--- src/rtl/tile_renderer.sv ---
// Pixel colour stage behind the VGA timing generator: renders a 20x15 tile map with a
// robot sprite overlay; two-clock input-to-output latency, with hsync/vsync delayed to match.
module tile_renderer #(
   parameter int MAP_W     = 20,
   parameter int MAP_H     = 15,
   parameter int MAP_DEPTH = 300,
   parameter int BLINK_BIT = 4
) (
   input  logic       clock_25,
   input  logic       reset_key,
   input  logic [9:0] pixel_x,
   input  logic [9:0] pixel_y,
   input  logic       video_on,
   input  logic       hs_in,
   input  logic       vs_in,
   input  logic       map_we,
   input  logic [8:0] map_addr,
   input  logic [3:0] map_wdata,
   input  logic [4:0] robot_col,
   input  logic [3:0] robot_row,
   output logic       map_ready,
   output logic [7:0] vga_r,
   output logic [7:0] vga_g,
   output logic [7:0] vga_b,
   output logic       vga_hs,
   output logic       vga_vs
);

   localparam logic [8:0] DEPTH_A   = 9'(MAP_DEPTH);
   localparam logic [8:0] LAST_ADDR = 9'(MAP_DEPTH - 1);
   localparam logic [4:0] MAP_W_C   = 5'(MAP_W);
   localparam logic [3:0] MAP_H_C   = 4'(MAP_H);

   typedef enum logic {ST_CLEAR, ST_RUN} state_t;

   state_t      state_q, state_d;
   logic [8:0]  clear_addr_q, clear_addr_d;

   logic        ram_we;
   logic [8:0]  ram_waddr;
   logic [3:0]  ram_wdata;
   logic [3:0]  mem_q [MAP_DEPTH];

   logic [4:0]  col_in, row_in;
   logic [8:0]  rd_addr;
   logic [3:0]  rd_dat_q;

   logic [4:0]  lx1_q, ly1_q, col1_q, row1_q;
   logic        vid1_q, hs1_q, vs1_q;
   logic [7:0]  frame_q;

   logic        robot_hit;
   logic [23:0] rgb_d;

   // Power-up clear walks every map entry once, then hands the RAM to game logic.
   always_comb begin
      state_d      = state_q;
      clear_addr_d = clear_addr_q;
      ram_we       = 1'b0;
      ram_waddr    = map_addr;
      ram_wdata    = map_wdata;
      case (state_q)
         ST_CLEAR: begin
            ram_we    = 1'b1;
            ram_waddr = clear_addr_q;
            ram_wdata = 4'd0;
            if (clear_addr_q == LAST_ADDR) begin
               state_d = ST_RUN;
            end else begin
               clear_addr_d = clear_addr_q + 9'd1;
            end
         end
         ST_RUN: begin
            ram_we = map_we && (map_addr < DEPTH_A);
         end
         default: state_d = ST_CLEAR;
      endcase
   end

   always_ff @(posedge clock_25) begin
      if (!reset_key) begin
         state_q      <= ST_CLEAR;
         clear_addr_q <= 9'd0;
      end else begin
         state_q      <= state_d;
         clear_addr_q <= clear_addr_d;
      end
   end

   assign map_ready = (state_q == ST_RUN);

   assign col_in  = pixel_x[9:5];
   assign row_in  = pixel_y[9:5];
   assign rd_addr = ({4'd0, row_in} << 4) + ({4'd0, row_in} << 2) + {4'd0, col_in};

   // Read-before-write: a same-address read in the write cycle sees the old tile.
   always_ff @(posedge clock_25) begin
      if (reset_key && ram_we) begin
         mem_q[ram_waddr] <= ram_wdata;
      end
      rd_dat_q <= (rd_addr < DEPTH_A) ? mem_q[rd_addr] : 4'd0;
   end

   always_ff @(posedge clock_25) begin
      if (!reset_key) begin
         lx1_q  <= 5'd0;
         ly1_q  <= 5'd0;
         col1_q <= 5'd0;
         row1_q <= 5'd0;
         vid1_q <= 1'b0;
         hs1_q  <= 1'b1;
         vs1_q  <= 1'b1;
      end else begin
         lx1_q  <= pixel_x[4:0];
         ly1_q  <= pixel_y[4:0];
         col1_q <= col_in;
         row1_q <= row_in;
         vid1_q <= video_on;
         hs1_q  <= hs_in;
         vs1_q  <= vs_in;
      end
   end

   // Frame counter advances on each vsync falling edge, in both FSM states.
   always_ff @(posedge clock_25) begin
      if (!reset_key) begin
         frame_q <= 8'd0;
      end else if (!vs_in && vs1_q) begin
         frame_q <= frame_q + 8'd1;
      end
   end

   assign robot_hit = (robot_col < MAP_W_C) && (robot_row < MAP_H_C) &&
                      (robot_col == col1_q) && ({1'b0, robot_row} == row1_q) &&
                      (lx1_q >= 5'd4) && (lx1_q <= 5'd27) &&
                      (ly1_q >= 5'd4) && (ly1_q <= 5'd27);

   always_comb begin
      rgb_d = 24'h000000;
      if (vid1_q && (state_q == ST_RUN)) begin
         if (robot_hit) begin
            rgb_d = 24'hFFFF00;
         end else begin
            case (rd_dat_q)
               4'd1:    rgb_d = 24'h808080;
               4'd2:    rgb_d = frame_q[BLINK_BIT] ? 24'h402008 : 24'h8B4513;
               4'd3:    rgb_d = 24'h00C0C0;
               default: rgb_d = 24'h000000;
            endcase
         end
      end
   end

   always_ff @(posedge clock_25) begin
      if (!reset_key) begin
         vga_r  <= 8'd0;
         vga_g  <= 8'd0;
         vga_b  <= 8'd0;
         vga_hs <= 1'b1;
         vga_vs <= 1'b1;
      end else begin
         vga_r  <= rgb_d[23:16];
         vga_g  <= rgb_d[15:8];
         vga_b  <= rgb_d[7:0];
         vga_hs <= hs1_q;
         vga_vs <= vs1_q;
      end
   end

endmodule

--- config.mk ---
export PLATFORM = sky130hd
export DESIGN_NAME = tile_renderer
export DESIGN_NICKNAME = d
export VERILOG_FILES = /design/src/rtl/tile_renderer.sv
export SDC_FILE = /design/constraint.sdc
export NUM_CORES = 1
export LEC_CHECK = 0
export ABC_AREA = 1
export BUFFER_PORTS_ARGS = -buffer_cell sky130_fd_sc_hd__buf_2
export CORE_UTILIZATION = 50
export CTS_BUF_LIST = sky130_fd_sc_hd__clkbuf_16
export CTS_CLUSTER_DIAMETER = 120
export DETAILED_ROUTE_END_ITERATION = 6
export PLACE_DENSITY = 0.75
export SETUP_SLACK_MARGIN = 0.2
export SYNTH_ARGS = -nofsm -noshare
export SYNTH_HDL_FRONTEND = slang
export SYNTH_SLANG_ARGS = --single-unit
--- constraint.sdc ---
create_clock -name clock_25 -period 6.4 [get_ports clock_25]
set_clock_uncertainty 0.1 [all_clocks]
set_input_delay 0.32 -clock clock_25 [delete_from_list [all_inputs] [get_ports clock_25]]
set_output_delay 0.32 -clock clock_25 [all_outputs]
set_load 0.03 [all_outputs]
==> impl_metrics.py <==
metrics = {
    "clock_tree": {
        "htreeDepth": 3,
        "cts_buffers": 116,
        "clk_pin_slew_ns": 0.06,
        "clock-root-buffer": "clkbuf_16",
        "cts.sink_count": 1250,
        "post-cts-setup-buffers": 0,
        "clockBufferDepth": 3,
        "clock_latency_ns": 0.68,
        "ctsResizeCount": 0,
        "cts_tree": "done",
    },
    "sta": {
        "slew_headroom": 0.1761,
        "min_period_over_period": 0.6721,
        "setup_viol": 0,
        "finalHoldViolations": 0,
        "rsz0062_at_grt": "false",
        "maxSlewViolCount": 0,
        "finalSetupTns_ns": 0,
        "max_freq_mhz": 232.5,
        "fin_crit_ns": 4.301,
        "whs_ns": 0.06799,
        "worst_pin_slew_ns": 1.236,
    },
    "placement": {
        "dpl_cell_area_um2": 53580,
        "dp_hpwl_um": 67380,
        "gp_congestion": 0.8387,
        "io_buffers": 68,
    },
    "power_and_ir_drop": {
        "ir_drop_v": 0.0002532,
        "clkPwrFrac": 0.396,
        "power.total_uw": 17010,
        "pwr_density_cell_nw_per_um2": 295.4,
        "switching_share": 0.2310,
        "power_leakage_uw": 0.02145,
        "pwr-share-seq": 0.521,
        "p_comb_frac": 0.083,
        "intPower_uw": 13080,
        "power_switching_uw": 3927,
    },
    "flow_run": {
        "maxCapViolations": 0,
    },
    "yosys": {
        "synthTopCellsByArea": "edfxtp_1 (68%), nand2_1 (7.8%), nor2_1 (6.6%)",
        "ys_ff_latch": 1250,
        "synth-edff-count": 1200,
        "yosys_warnings": 0,
        "syn_inst": 4851,
        "netlist_area_um2": 52670,
        "ys_types": 40,
        "ys_async_sr_fraction": 0,
        "yosysMostFrequentCell": "edfxtp_1",
        "synth_top_area_cell": "edfxtp_1",
        "avgSynthCellArea_um2": 10.86,
        "synthFlopType": "edfxtp_1",
        "synth-seq-area-share": 0.7031,
        "ys_top_cells_by_count": "edfxtp_1 (1200), nand2_1 (1100), nor2_1 (928), nand3_1 (507), o21ai_0 (321)",
        "synth_top_area_share": 0.6841,
    },
    "cells_and_area": {
        "nets": 4851,
        "num_antenna_cells": 0,
        "drive_above_1_share": 0.06369,
        "area_growth_pct": 9.281,
        "fin_area_um2": 57560,
    },
    "worst_setup_path": {
        "crit_arrival_ns": 4.53,
        "endpoint_kind": "register",
        "path_cells": "inv_2 -> or2_0 -> o21ai_1 -> inv_1 -> nor2_1 -> nand2_1 -> nor2_1",
        "start_kind": "register",
        "required_ns": 6.63,
        "crit_top_cell": "nor2_1",
        "slowest_stage": "nor2_1",
        "path_max_fanout": 23,
        "crit_type": "reg2reg",
        "max_stage_delay_ns": 0.89,
    },
    "drt": {
        "drtIter0Drc": 4297,
        "vias_per_cell": 5.656,
        "ant_nets": 0,
        "num_vias": 35420,
        "drt-wirelength-per-cell_um": 20.31,
        "drcViolationCount": 0,
        "first_pass_iters": 6,
        "wirelength_um": 127200,
    },
    "grt": {
        "grt_use_total": 0.2367,
        "antenna_found_initial": 1,
        "grt_max_degree": 255,
        "first_global_vias": 34610,
        "grt_pass1_wl_um": 194200,
        "grt_overflow_total": 0,
    },
    "floorplanning": {
        "die_width_um": 326.6,
        "fp.dieArea_um2": 106600,
        "ios": 75,
        "die_h_um": 326.6,
        "rows": 118,
        "start_util": 0.5068,
        "core_um2": 103900,
    },
    "min_path": {
        "holdCritPathClass": "in2reg",
    },
    "run_status": {
        "status": "completed",
    },
}
==> layout make-up <==
class	instances	area, um^2
sequential	1250	37040
multi-input combinational	3097	13340
clock inverter	91	710.7
timing repair buffer	125	943.4
clock buffer	120	3003
fill	8482	46380
inverter	200	807.0
tap	1380	1727
==> metrics by stage <==
step                setup WS (ns)  std cells    util
detailed placement          2.238       6025  0.5155
floorplan                   1.357       4852       -
finish                      2.099       6263  0.5538
global route                1.854       6263  0.5538
CTS                         2.264       6263  0.5538
global placement            2.248       6025  0.5155
==> per-layer routing <==
layer / vias to the layer above / wire length [um] / track usage
met5: - / 14 / 0
met4: 2 / 4363 / 0.08604
met3: 284 / 12330 / 0.04020
met2: 1785 / 60740 / 0.3945
met1: 16920 / 49730 / 0.3128
li1: 16430 / - / -
==> timing repair <==
action | in CTS | in global routing
setup endpoints to repair | 0 | 0
hold buffers | 27 | 0
endpoints found under the hold margin | 27 | 0
==> worst paths after layout <==
kind                      from            end  slack (ns)  depth (start not counted)
setup / recovery     map_ready  mem_q[132][0]        2.10                          7
hold / removal    robot_col[0]       vga_r[7]        0.07                          6
setup reg to reg     map_ready  mem_q[132][0]        2.10                          7
hold reg to reg          hs1_q         vga_hs        0.32                          1
==> critical path: cells and delay by family (launching register included) <==
| kind | cells | cell delay, ns |
|---|---|---|
| and+or+nand+nor | 4 | 2.48 |
| DFF | 1 | 0.83 |
| buffers and inverters | 2 | 0.26 |
| AOI/OAI and AO/OA | 1 | 0.24 |
==> cells in the final DEF (no fill, tap or decap), drive strengths merged, types with 21 or more instances in the layout <==
master,n
nor2,928
a21oi,83
dlygate4sd3,27
dfxtp,50
nand2,1111
o22ai,26
inv,229
o21ai,345
buf,98
edfxtp,1200
clkinv,45
o211ai,21
clkbuf,120
nand3,507
==> sequential cells by signal (all words and copies together) (netlist names), 2 cells and up <==
name / count
rd_dat_q: 4
lx1_q: 3
vga_g: 2
col1_q: 5
vga_b: 4
frame_q: 5
vga_r: 4
ly1_q: 3
row1_q: 5
clear_addr_q: 9
mem_q: 1200
==> power groups by stage <==
stage	combinational [uW]	sequential (uW)	clock (uW)
global route	1520	8860	7070
floorplan	903	9030	0
CTS	1390	8860	6760
detailed placement	1360	9040	0
global placement	1340	9040	0
finish	1410	8860	6730
==> cell families after synthesis <==
group	after synthesis	synth area share
compound gates	487	0.04855
xor+xnor	4	0.0008078
fa+ha+maj	13	0.003373
buf+inv	505	0.04466
flops	1250	0.7031
other cells	1	0.00007119
simple gates	2591	0.1994
Note: power is estimated with default switching activity, not from simulation.
